$ cat src/rtl/bo_pkg.sv
// Shared definitions for the BO control sequencer: opcodes, ALU codes, states, field positions.
// Latency: n/a (package only).
// Backpressure: n/a (package only).
package bo_pkg;

  // Opcodes carried in instr[15:13]
  localparam logic [2:0] OP_NOP  = 3'd0;
  localparam logic [2:0] OP_ADD  = 3'd1;
  localparam logic [2:0] OP_SUB  = 3'd2;
  localparam logic [2:0] OP_AND  = 3'd3;
  localparam logic [2:0] OP_OR   = 3'd4;
  localparam logic [2:0] OP_LDI  = 3'd5;
  localparam logic [2:0] OP_MOV  = 3'd6;
  localparam logic [2:0] OP_HALT = 3'd7;

  // ALU operation codes driven on alu_op
  localparam logic [2:0] ALU_PASS_A = 3'd0;
  localparam logic [2:0] ALU_ADD    = 3'd1;
  localparam logic [2:0] ALU_SUB    = 3'd2;
  localparam logic [2:0] ALU_AND    = 3'd3;
  localparam logic [2:0] ALU_OR     = 3'd4;

  // Instruction field positions (LSB and width). srcB and imm overlap on bit 7;
  // only LDI interprets the low byte as an immediate.
  localparam int OPC_LSB  = 13;
  localparam int OPC_W    = 3;
  localparam int DST_LSB  = 11;
  localparam int SRCA_LSB = 9;
  localparam int SRCB_LSB = 7;
  localparam int REG_W    = 2;
  localparam int IMM_LSB  = 0;
  localparam int IMM_W    = 8;

  // Sequencer states
  typedef enum logic [2:0] {
    ST_IDLE    = 3'd0,
    ST_MUXWAIT = 3'd1,
    ST_EXEC    = 3'd2,
    ST_WRITE   = 3'd3,
    ST_DONE    = 3'd4,
    ST_HALT    = 3'd5
  } state_e;

  // Path an accepted instruction takes through the sequencer
  typedef enum logic [1:0] {
    CLS_NOP  = 2'd0,
    CLS_ALU  = 2'd1,
    CLS_LDI  = 2'd2,
    CLS_HALT = 2'd3
  } seq_class_e;

endpackage

$ cat src/rtl/bo_instr_decode.sv
// Combinational decode of one BO instruction into mux selects, ALU op, immediate and path class.
// Latency: 0 cycles; the sequencer registers every output on its capture edge.
// Backpressure: none; pure function of instr.
module bo_instr_decode
  import bo_pkg::*;
#(
  parameter int WIDTH = 16
) (
  input  logic [WIDTH-1:0] instr,
  output logic [1:0]       sel_a,
  output logic [1:0]       sel_b,
  output logic [2:0]       alu_op,
  output logic [1:0]       wr_addr,
  output logic [WIDTH-1:0] imm,
  output logic             imm_en,
  output seq_class_e       cls
);

  logic [2:0] opcode;

  assign opcode = instr[OPC_LSB +: OPC_W];

  // Field extraction is unconditional; opcode only picks ALU op, imm source and path.
  always_comb begin
    sel_a   = instr[SRCA_LSB +: REG_W];
    sel_b   = instr[SRCB_LSB +: REG_W];
    wr_addr = instr[DST_LSB +: REG_W];
    imm     = {{(WIDTH-IMM_W){1'b0}}, instr[IMM_LSB +: IMM_W]};
    alu_op  = ALU_PASS_A;
    imm_en  = 1'b0;
    cls     = CLS_NOP;
    case (opcode)
      OP_NOP:  cls = CLS_NOP;
      OP_ADD:  begin alu_op = ALU_ADD;    cls = CLS_ALU; end
      OP_SUB:  begin alu_op = ALU_SUB;    cls = CLS_ALU; end
      OP_AND:  begin alu_op = ALU_AND;    cls = CLS_ALU; end
      OP_OR:   begin alu_op = ALU_OR;     cls = CLS_ALU; end
      OP_LDI:  begin imm_en = 1'b1;       cls = CLS_LDI; end
      OP_MOV:  begin alu_op = ALU_PASS_A; cls = CLS_ALU; end
      OP_HALT: cls = CLS_HALT;
      default: cls = CLS_NOP;
    endcase
  end

endmodule

$ cat src/rtl/bo_control_sequencer.sv
// Sequences one BO instruction: capture, operand-mux wait, ALU settle, write strobe, done pulse.
// Latency: ALU ops wr_en at start+MUX_LAT+2 and done one later; LDI wr_en +1/done +2; NOP done +1.
// Backpressure: start is only sampled in IDLE; while busy or halted it is ignored and fields hold.
module bo_control_sequencer
  import bo_pkg::*;
#(
  parameter int WIDTH   = 16,
  parameter int MUX_LAT = 1   // operand mux register latency, 1..3
) (
  input  logic             clk,
  input  logic             rst,
  input  logic             start,
  input  logic [WIDTH-1:0] instr,
  output logic [1:0]       sel_a,
  output logic [1:0]       sel_b,
  output logic [2:0]       alu_op,
  output logic             imm_en,
  output logic [WIDTH-1:0] imm,
  output logic             wr_en,
  output logic [1:0]       wr_addr,
  output logic             busy,
  output logic             done,
  output logic             halted
);

  // Last count value spent in MUXWAIT before moving on to EXEC
  localparam logic [1:0] LAT_LAST = 2'(MUX_LAT - 1);

  state_e           state_q, state_d;
  logic [1:0]       cnt_q, cnt_d;
  logic             capture;

  logic [1:0]       dec_sel_a, dec_sel_b, dec_wr_addr;
  logic [2:0]       dec_alu_op;
  logic [WIDTH-1:0] dec_imm;
  logic             dec_imm_en;
  seq_class_e       dec_cls;

  logic [1:0]       sel_a_q, sel_a_d;
  logic [1:0]       sel_b_q, sel_b_d;
  logic [2:0]       alu_op_q, alu_op_d;
  logic             imm_en_q, imm_en_d;
  logic [WIDTH-1:0] imm_q, imm_d;
  logic [1:0]       wr_addr_q, wr_addr_d;
  logic             wr_en_q, wr_en_d;
  logic             busy_q, busy_d;
  logic             done_q, done_d;
  logic             halted_q, halted_d;

  bo_instr_decode #(
    .WIDTH (WIDTH)
  ) u_decode (
    .instr   (instr),
    .sel_a   (dec_sel_a),
    .sel_b   (dec_sel_b),
    .alu_op  (dec_alu_op),
    .wr_addr (dec_wr_addr),
    .imm     (dec_imm),
    .imm_en  (dec_imm_en),
    .cls     (dec_cls)
  );

  // Next state, latency counter, capture decision and next output values.
  // Status outputs are derived from the current state, so they lag it by one edge.
  always_comb begin
    state_d = state_q;
    cnt_d   = cnt_q;
    capture = 1'b0;
    unique case (state_q)
      ST_IDLE: begin
        if (start) begin
          capture = 1'b1;
          unique case (dec_cls)
            CLS_ALU: begin
              state_d = ST_MUXWAIT;
              cnt_d   = '0;
            end
            CLS_LDI:  state_d = ST_WRITE;
            CLS_NOP:  state_d = ST_DONE;
            CLS_HALT: state_d = ST_HALT;
            default:  state_d = ST_IDLE;
          endcase
        end
      end
      ST_MUXWAIT: begin
        if (cnt_q == LAT_LAST) begin
          state_d = ST_EXEC;
          cnt_d   = '0;
        end else begin
          cnt_d = cnt_q + 2'd1;
        end
      end
      ST_EXEC:  state_d = ST_WRITE;
      ST_WRITE: state_d = ST_DONE;
      ST_DONE:  state_d = ST_IDLE;
      ST_HALT:  state_d = ST_HALT;
      default:  state_d = ST_IDLE;
    endcase

    sel_a_d   = capture ? dec_sel_a   : sel_a_q;
    sel_b_d   = capture ? dec_sel_b   : sel_b_q;
    alu_op_d  = capture ? dec_alu_op  : alu_op_q;
    imm_en_d  = capture ? dec_imm_en  : imm_en_q;
    imm_d     = capture ? dec_imm     : imm_q;
    wr_addr_d = capture ? dec_wr_addr : wr_addr_q;

    wr_en_d  = (state_q == ST_WRITE);
    done_d   = (state_q == ST_DONE);
    busy_d   = (state_q != ST_IDLE) && (state_q != ST_HALT);
    halted_d = (state_q == ST_HALT);
  end

  // State, counter and output registers; reset clears everything, dropping any pending strobe.
  always_ff @(posedge clk) begin
    if (rst) begin
      state_q   <= ST_IDLE;
      cnt_q     <= '0;
      sel_a_q   <= '0;
      sel_b_q   <= '0;
      alu_op_q  <= '0;
      imm_en_q  <= 1'b0;
      imm_q     <= '0;
      wr_addr_q <= '0;
      wr_en_q   <= 1'b0;
      busy_q    <= 1'b0;
      done_q    <= 1'b0;
      halted_q  <= 1'b0;
    end else begin
      state_q   <= state_d;
      cnt_q     <= cnt_d;
      sel_a_q   <= sel_a_d;
      sel_b_q   <= sel_b_d;
      alu_op_q  <= alu_op_d;
      imm_en_q  <= imm_en_d;
      imm_q     <= imm_d;
      wr_addr_q <= wr_addr_d;
      wr_en_q   <= wr_en_d;
      busy_q    <= busy_d;
      done_q    <= done_d;
      halted_q  <= halted_d;
    end
  end

  assign sel_a   = sel_a_q;
  assign sel_b   = sel_b_q;
  assign alu_op  = alu_op_q;
  assign imm_en  = imm_en_q;
  assign imm     = imm_q;
  assign wr_addr = wr_addr_q;
  assign wr_en   = wr_en_q;
  assign busy    = busy_q;
  assign done    = done_q;
  assign halted  = halted_q;

endmodule
$ cat config.mk
export PLATFORM = sky130hd
export DESIGN_NAME = bo_control_sequencer
export DESIGN_NICKNAME = d
export VERILOG_FILES = /design/src/rtl/bo_pkg.sv /design/src/rtl/bo_instr_decode.sv /design/src/rtl/bo_control_sequencer.sv
export SDC_FILE = /design/constraint.sdc
export NUM_CORES = 1
export LEC_CHECK = 0
export BUFFER_PORTS_ARGS = -buffer_cell sky130_fd_sc_hd__buf_4
export CAP_MARGIN = 30
export CORE_MARGIN = 1.5
export CORE_UTILIZATION = 51
export DETAILED_ROUTE_END_ITERATION = 6
export PLACE_DENSITY_LB_ADDON = 0.15
export SLEW_MARGIN = 20
export SYNTH_ARGS = -nofsm -noshare
export SYNTH_HDL_FRONTEND = slang
export SYNTH_HIERARCHICAL = 1
export SYNTH_SLANG_ARGS = --single-unit
$ cat constraint.sdc
create_clock -name clk -period 2.1 [get_ports clk]
set_clock_uncertainty 0.05 [all_clocks]
set_input_delay 0.42 -clock clk [delete_from_list [all_inputs] [get_ports clk]]
set_output_delay 0.42 -clock clk [all_outputs]
set_load 0.005 [all_outputs]
# After elaboration in Yosys (flattened, before gate mapping)
# Index checks and enable logic that the tools add are counted.
# op_classes
n_reduce_logical	10
n_eq_ne	19
add_sub_neg	1
n_lt_le_gt_ge	0
mux	13
div	0
shift	0
n_mul	0
bitwise_logic	0
# ops
op	n
3-bit one-hot mux with 4 select lines	2
3-bit equality test (second input constant)	6
3-bit one-hot mux with 5 select lines	1
3-bit by 2-bit equality test with 1-bit output (second input constant)	4
2-bit one-hot mux with 4 select lines	1
3-bit by 1-bit equality test with 1-bit output (second input constant)	2
3-bit logical NOT	2
2-bit two-way mux	3
3-bit two-way mux	2
5-bit OR reduction	1
2-bit equality test (second input constant)	2
2-bit logical NOT	2
2-bit inequality test (second input constant)	2
2-bit one-hot mux with 2 select lines	1
1-bit two-way mux	3
3-bit inequality test (second input constant)	1
3-bit AND reduction	1
3-bit nonzero test	1
2-bit by 1-bit adder with 2-bit output (second input constant)	1
2-bit by 1-bit equality test with 1-bit output (second input constant)	1
2-bit by 1-bit inequality test with 1-bit output (second input constant)	1
2-bit AND reduction	1
2-bit nonzero test	1
1-bit logical AND	1
# totals
mem_bits_rw	0
reg_bits	27
out_inout_bits	30
input_bits	19
latch_bits	0
mem_bits_ro	0
mem_count	0

# Logic depth before layout (Yosys ltp)
# Gate-level depths: netlist of run 1.
# logic_depth
depth_word	7
ltp_mapped	7

# Modules after synthesis
# The synthesis of run 1 kept the hierarchy.
# modules_own_cells
module	instances	area_per_inst_um2	cells_per_inst	seq_area_each_um2
bo_control_sequencer	1	1383.8	162	700.7
bo_instr_decode	1	227.7	30	0.0

# Worst setup path before layout of run 1
# No wires, ideal clock.
# synth_path
path_kind	in2reg
start	input instr[15]
end	register state_q[0]
arrival_ps	1482
setup_slack_ps	490
required_ps	1972
path_buffers	0
path_stages	7
setup_time_ps	78
cell_sequence	and2_4 -> o21bai_2 -> inv_1 -> ha_1 -> and3b_1 -> o32a_1 -> nor3_1
# synth_via
elab_chain_cells	7
# synth_lines
item	line	source
from (decl)	bo_control_sequencer.sv:13	input logic [WIDTH-1:0] instr,
3-bit by 1-bit equality test with 1-bit output (tied with other cells)	bo_instr_decode.sv:32	case (opcode)
5-bit OR reduction (no source line)	--	
2-bit one-hot mux with 4 select lines (*)	bo_instr_decode.sv:32	
via dec_cls[0]	bo_control_sequencer.sv:37	seq_class_e dec_cls;
2-bit equality test (tied with other cells)	bo_control_sequencer.sv:73	unique case (dec_cls)
3-bit one-hot mux with 4 select lines (*)	bo_control_sequencer.sv:73	
3-bit two-way mux (*)	bo_control_sequencer.sv:71	if (start) begin
3-bit one-hot mux with 5 select lines (*)	bo_control_sequencer.sv:69	unique case (state_q)
to (signal assigned)	bo_control_sequencer.sv:129	state_q <= state_d;
to (decl)	bo_control_sequencer.sv:29	state_e state_q, state_d;
# Mark *: on every way through the listed nets, which the timed path passes. The rest lies on a longest branch. The select of a mux whose other input is x is not followed.
# A chain may end at the register's enable or synchronous reset.

# Worst setup path after layout of run 1
# layout_path
start	register state_q[0]
end	register imm_q[5], in the netlist imm[5]
# layout_via
elab_chain_cells	2
# layout_lines
item	line	source
3-bit logical NOT	bo_control_sequencer.sv:69	
1-bit two-way mux	bo_control_sequencer.sv:69	
to (signal assigned)	bo_control_sequencer.sv:135	imm_q <= imm_d;
to (decl)	bo_control_sequencer.sv:43	logic [WIDTH-1:0] imm_q, imm_d;
# No other way between the ends.

==> results.py, run 1 <==
metrics = {
    "outcome": {
        "status": "completed",
    },
    "worst_setup_path": {
        "required_ns": 2.26,
        "critical-path-slowest-cell": "or4b_1",
        "crit_type": "flip-flop to flip-flop",
        "cp_slowest_stage_delay_ns": 0.58,
        "crit_fanout": 25,
        "cp.arrival_ns": 1.80,
        "path_cells": "or4b_1 -> buf_4 -> nand2_1 -> a21oi_1",
        "cp_num_buf_inv": 1,
        "worst_path_dominant_cell_family": "simple AND/OR/NAND/NOR gates",
        "start_kind": "flip-flop",
        "end_kind": "flip-flop",
    },
    "global_route": {
        "grt_util_met2": 0.328,
        "grt.total_usage": 0.189,
        "met3_usage": 0.0415,
        "overflow": 0,
        "busiest_layer": "met2",
        "antenna_found_initial": 0,
        "grt_pass1_vias": 1147,
        "use_met1": 0.219,
        "grt_pass1_wl_um": 4950,
        "grt_max_degree": 35,
    },
    "synthesis": {
        "synth_warnings": 6,
        "synth_top_area_frac": 0.435,
        "synth_common_cells": "54 x nand2_1, 35 x dfxtp_1, 29 x a21oi_1",
        "synth_cells": 192,
        "ys.flop_type": "dfxtp_1",
        "synth-seq-area-share": 0.435,
        "ys_ff_latch": 35,
        "synth_edf_count": 0,
        "async_flop_share": 0,
        "netlist_area_um2": 1610,
        "synth.most_common_cell": "nand2_1",
        "yosysTopAreaCell": "dfxtp_1",
        "synthDistinctLibCells": 32,
        "synthTopCellsByArea": "dfxtp_1 43%, nand2_1 13%, buf_4 11%",
        "syn_avg_cell_area_um2": 8.39,
    },
    "clock_network": {
        "post_cts_buffers": 0,
        "cts.hold.buffers_added": 0,
        "cts_resized": 0,
        "cts_tree": "built",
        "clkLatencyLatePin_ns": 0.33,
        "clk_path_buf_depth": 2,
        "cts_max_level": 2,
        "cts_buffers": 5,
        "clk_pin_slew_ns": 0.10,
        "clock_sinks": 35,
        "cts-root-buf": "clkbuf_4",
    },
    "placed_design": {
        "portBuffers": 48,
        "hpwlAfterDp_um": 2210,
        "placed_cells": 261,
        "gp_congestion": 0.752,
    },
    "sta": {
        "period_share": 0.780,
        "finalHoldViolCount": 0,
        "rsz0062_at_grt": "no",
        "slew_violations": 0,
        "tns_ns": 0,
        "min_period_ns": 1.64,
        "max_freq_mhz": 611,
        "setup_viol": 0,
    },
    "floorplan": {
        "fp.dieArea_um2": 3510,
        "placementRows": 20,
        "dieHeight_um": 59.2,
        "coreArea_um2": 3030,
        "ios": 49,
        "die_width_um": 59.2,
        "start_util": 0.532,
    },
    "pwr": {
        "ir_drop_v": 0.000429,
        "p_leak_nw": 0.868,
        "power_density_nw_per_um2": 873,
    },
    "route": {
        "ant_nets": 0,
        "vias": 1274,
        "drtPass1Iterations": 4,
        "wl_um": 3010,
        "wl_per_cell_um": 11.2,
        "drt-vias-per-instance": 4.75,
        "drcViolationCount": 0,
        "dr.first_iter.drc_count": 74,
    },
    "cells_and_area": {
        "syn_to_final_growth_pct": 18.8,
        "ff_latch_area_um2": 701,
        "fillers": 277,
        "fin_nets": 248,
        "multiInputGateArea_um2": 682,
        "antenna_cells": 0,
        "drive_gt1_frac": 0.286,
        "final_cells": 268,
    },
    "job": {
        "cap_violations": 0,
    },
    "hold_path": {
        "holdCritPathClass": "input port to flip-flop",
    },
}
## final cells by class
class	count	area share
Multi-Input combinational cell	126	0.356
Clock inverter	1	0.0157
Clock buffer	6	0.0216
Tap cell	44	0.0288
Timing Repair Buffer	52	0.204
Inverter	4	0.00784
Sequential cell	35	0.366
## cell families (layout without fill, tap and decap cells)
kind of cell | count (synthesis) | count (layout) | share of synthesized area
compound gates | 36 | 36 | 0.130
xor+xnor | 1 | 1 | 0.00544
fa+ha+maj | 5 | 5 | 0.0388
buf+inv | 38 | 63 | 0.158
flops | 35 | 35 | 0.435
mux | 1 | 1 | 0.00621
other cells | 1 | 8 | 0.00233
simple gates | 75 | 75 | 0.224
## layer usage
layer  routed length, µm  share of wire
met1                1300           0.43
met2                1510           0.50
met3                 139          0.046
met4                  57          0.019
met5                   0              0
## state kept, by name (all words and copies together), names as in the netlist
register / flops
wr_addr: 2
cnt_q: 2
halted: 1
imm_en: 1
state_q: 3
sel_a: 2
busy: 1
sel_b: 2
alu_op: 3
wr_en: 1
imm: 16
done: 1
## through the flow
step | setup WS, ns | hold WS, ns | instance area, µm² | util | total power (W)
after floorplan | 0.490 | 0.399 | 1640 | - | 0.00111
after global placement | 0.331 | 0.392 | 1840 | 0.609 | 0.00122
after detailed placement | 0.275 | 0.400 | 1840 | 0.609 | 0.00124
after CTS | 0.457 | 0.259 | 1910 | 0.632 | 0.00170
after global routing | 0.374 | 0.266 | 1910 | 0.632 | 0.00178
final | 0.462 | 0.277 | 1910 | 0.632 | 0.00167
## final timing paths
kind | start | to | slack (ns) | depth (start not counted)
setup / recovery | state_q[0] | imm[5] | 0.46 | 4
hold / removal | instr[10] | sel_a[1] | 0.28 | 3
hold reg to reg | alu_op[0] | alu_op[0] | 0.41 | 2
setup reg to reg | state_q[0] | imm[5] | 0.46 | 4
## tightest hold or removal path, cell delays in order
cell     delay, ns
buf_4         0.10
nand2_1       0.04
a21oi_1       0.05
## cell usage in the layout (no fill, tap or decap)
cell and instances:
o31ai_1 1, nand2b_1 1, and2_4 1, or4b_1 1, and2b_1 1, nor2_1 4
clkbuf_1 1, a22o_1 2, a21o_1 1, nor4_1 1, and2b_2 2, bufinv_16 1
a21oi_1 29, buf_4 52, xor2_1 1, conb_1 8, nor4b_1 1, o311a_1 1
ha_1 5, nand2_1 54, nor3b_1 2, and3b_1 1, dfxtp_1 35, mux2i_1 1
nor3_1 3, nor4b_4 1, inv_1 4, o21bai_2 1, and3b_2 1, o32a_1 1
clkbuf_4 5, and3_1 1
## power breakdown
| part | switching [W] | internal [W] | total (W) |
|---|---|---|---|
| Combinational | 0.000206 | 0.000211 | 0.000417 |
| Clock | 0.000208 | 0.000245 | 0.000453 |
| Sequential | 0.0000612 | 0.000739 | 0.000801 |
| Total | 0.000475 | 0.00120 | 0.00167 |
(Power assumes the default switching activity.)
==> run 2: changes to the inputs <==
ABC_AREA = 1   (was default)
CORE_UTILIZATION = 53   (was 51)
clock period = 1.56 ns   (was 2.1 ns; I/O delays follow)
==> run 2 against run 1 <==
  * Worst setup slack worse by 0.27 ns
  * Sequential share of layout area down 4.5 points
  * Critical path depth up 2
  * Combinational power rose to 3.5 times the previous value
  * Maximum frequency up 20%
  * Global-route usage down 0.50 points
  * Non-clock buffer count up 1
  * Clock-buffer cell count up 1
  * Largest cell class is now multi-input combinational cells
  * Largest power group is now combinational cells
==> results.py, run 2 <==
metrics = {
    "cells_and_area": {
        "antenna_cells": 0,
        "mostFrequentLayoutCell": "buf_4",
        "drive_gt1_frac": 0.434,
        "ff_latch_area_um2": 701,
        "fin_util": 0.643,
        "multiInputGateArea_um2": 880,
        "largest_register_ffs": 16,
        "fillers": 306,
        "syn_to_final_growth_pct": 15.2,
        "mostFrequentLayoutCells": "52 x buf_4, 40 x nand2_1, 35 x dfxtp_1, 19 x nand3_2, 19 x a21oi_2",
        "fin_nets": 274,
    },
    "worst_setup_path": {
        "cp-endpoint": "imm[10]",
        "cp_slowest_stage_delay_ns": 0.37,
        "reg2reg_depth": 6,
        "start_kind": "flip-flop",
        "crit_type": "flip-flop to flip-flop",
        "required_ns": 1.73,
        "critical-path-slowest-cell": "dfxtp_1",
        "r2r_setup_slack_ns": 0.19,
        "cp.arrival_ns": 1.54,
        "crit_fanout": 26,
        "path_common_cell": "nand2_4",
        "r2r-end": "imm[10]",
        "path_cells": "inv_2 -> nand2_4 -> nor2_8 -> nand2_4 -> nand2_1 -> a21oi_2",
        "r2r-start": "state_q[1]",
        "startpoint": "state_q[1]",
        "end_kind": "flip-flop",
    },
    "global_route": {
        "grt_pass1_vias": 1330,
        "grt_pass1_wl_um": 5720,
        "antenna_found_initial": 0,
        "grt_max_degree": 28,
        "overflow": 0,
        "grt.total_usage": 0.184,
    },
    "route": {
        "dr.first_iter.drc_count": 56,
        "wl_um": 3200,
        "vias": 1396,
        "drtPass1Iterations": 4,
        "drt-vias-per-instance": 4.70,
        "drcViolationCount": 0,
        "ant_nets": 0,
        "wl_per_cell_um": 10.8,
    },
    "synthesis": {
        "ys.flop_type": "dfxtp_1",
        "syn_avg_cell_area_um2": 8.72,
        "synth_edf_count": 0,
        "synth_common_cells": "40 x nand2_1, 35 x dfxtp_1, 24 x buf_4",
        "netlist_area_um2": 1890,
        "synth.most_common_cell": "nand2_1",
        "synth_cells": 217,
        "synthTopCellsByArea": "dfxtp_1 37%, nand3_2 10%, buf_4 9.5%",
        "synth-seq-area-share": 0.370,
        "synth_warnings": 6,
        "synthDistinctLibCells": 24,
        "synth_top_area_frac": 0.370,
        "yosysTopAreaCell": "dfxtp_1",
        "ys_ff_latch": 35,
        "async_flop_share": 0,
    },
    "pwr": {
        "p_leak_nw": 0.969,
        "p_total_w": 0.00321,
        "ir_drop_v": 0.000827,
        "power_density_nw_per_um2": 1470,
    },
    "clock_network": {
        "cts-root-buf": "clkbuf_4",
        "cts_resized": 0,
        "clk_path_buf_depth": 2,
        "clock_sinks": 35,
        "cts_max_level": 2,
        "cts.hold.buffers_added": 0,
        "post_cts_buffers": 0,
        "clkLatencyLatePin_ns": 0.34,
        "cts_tree": "built",
        "clk_pin_slew_ns": 0.11,
        "cts_buffers": 5,
    },
    "sta": {
        "finalHoldViolCount": 0,
        "period_share": 0.875,
        "rsz0062_at_grt": "no",
        "tns_ns": 0,
        "slew_violations": 0,
        "min_period_ns": 1.37,
        "setup_viol": 0,
        "max_freq_mhz": 733,
    },
    "placed_design": {
        "portBuffers": 48,
        "gp_congestion": 0.814,
        "hpwlAfterDp_um": 2310,
    },
    "floorplan": {
        "die_width_um": 62.8,
        "start_util": 0.559,
        "placementRows": 21,
        "fp.dieArea_um2": 3940,
        "dieHeight_um": 62.8,
        "coreArea_um2": 3390,
        "ios": 49,
    },
    "hold_path": {
        "holdCritPathClass": "input port to flip-flop",
    },
    "outcome": {
        "status": "completed",
    },
    "job": {
        "cap_violations": 0,
    },
}
-- run 2: changes by cell type in the layout (fill, tap and decap cells not counted), sizes merged, moves of 3 or more --
cell,before,now
nand2,54,45
and2b,3,0
nor2,4,15
inv,4,16
nand3,0,30
-- run 2: power by group --
group | leakage, nW | switching [W] | internal (W)
combinational | 0.645 | 0.000826 | 0.000624
clock | 0.0375 | 0.000304 | 0.000263
sequential | 0.287 | 0.000117 | 0.00108
-- run 2: final cells by class --
class | count | share of cell area
clock buffers | 7 | 0.0298
clock inverters | 1 | 0.00344
inverters | 16 | 0.0275
multi-input cells | 139 | 0.403
flip-flops and latches | 35 | 0.321
well taps | 46 | 0.0264
repair buffers | 53 | 0.188
-- run 2: how the worst min path moves through the flow --
stage	startpoint	endpoint	slack, ns	cells past startpoint
floorplan	imm[1]	imm[1]	0.41	2
global placement	sel_b[0]	sel_b[0]	0.40	2
CTS	instr[8]	sel_b[1]	0.16	3
global route	instr[8]	sel_b[1]	0.14	3
detailed placement	sel_b[0]	sel_b[0]	0.40	2
finish	instr[8]	sel_b[1]	0.18	3
-- run 2: metal layers --
metal / global-route usage / routed length, µm
met1: 0.217 / 1470
met2: 0.305 / 1510
met3: 0.0793 / 193
met4: 0.0500 / 34
met5: 0 / 0
-- run 2: metrics by stage --
stage / cells / area [µm²] / hold slack [ns] / setup slack, ns
global placement: 289 / 2110 / 0.401 / 0.140
global route: 297 / 2180 / 0.141 / 0.0769
finish: 297 / 2180 / 0.175 / 0.195
floorplan: 224 / 1920 / 0.405 / 0.312
CTS: 297 / 2180 / 0.157 / 0.178
detailed placement: 289 / 2110 / 0.404 / 0.113
-- run 2: critical path, delay by kind of cell (launching register included) --
kind / cells / cell delay [ns]
compound gates: 1 / 0.05
buf+inv: 1 / 0.09
flops: 1 / 0.37
simple gates: 4 / 0.70
-- run 2: cells by family (layout without fill, tap and decap cells) --
logic type,Yosys count,after routing,synth area share
simple gates,96,96,0.299
fa+ha+maj,5,5,0.0330
compound gates,30,30,0.117
other cells,1,8,0.00198
flops,35,35,0.370
buf+inv,50,77,0.179
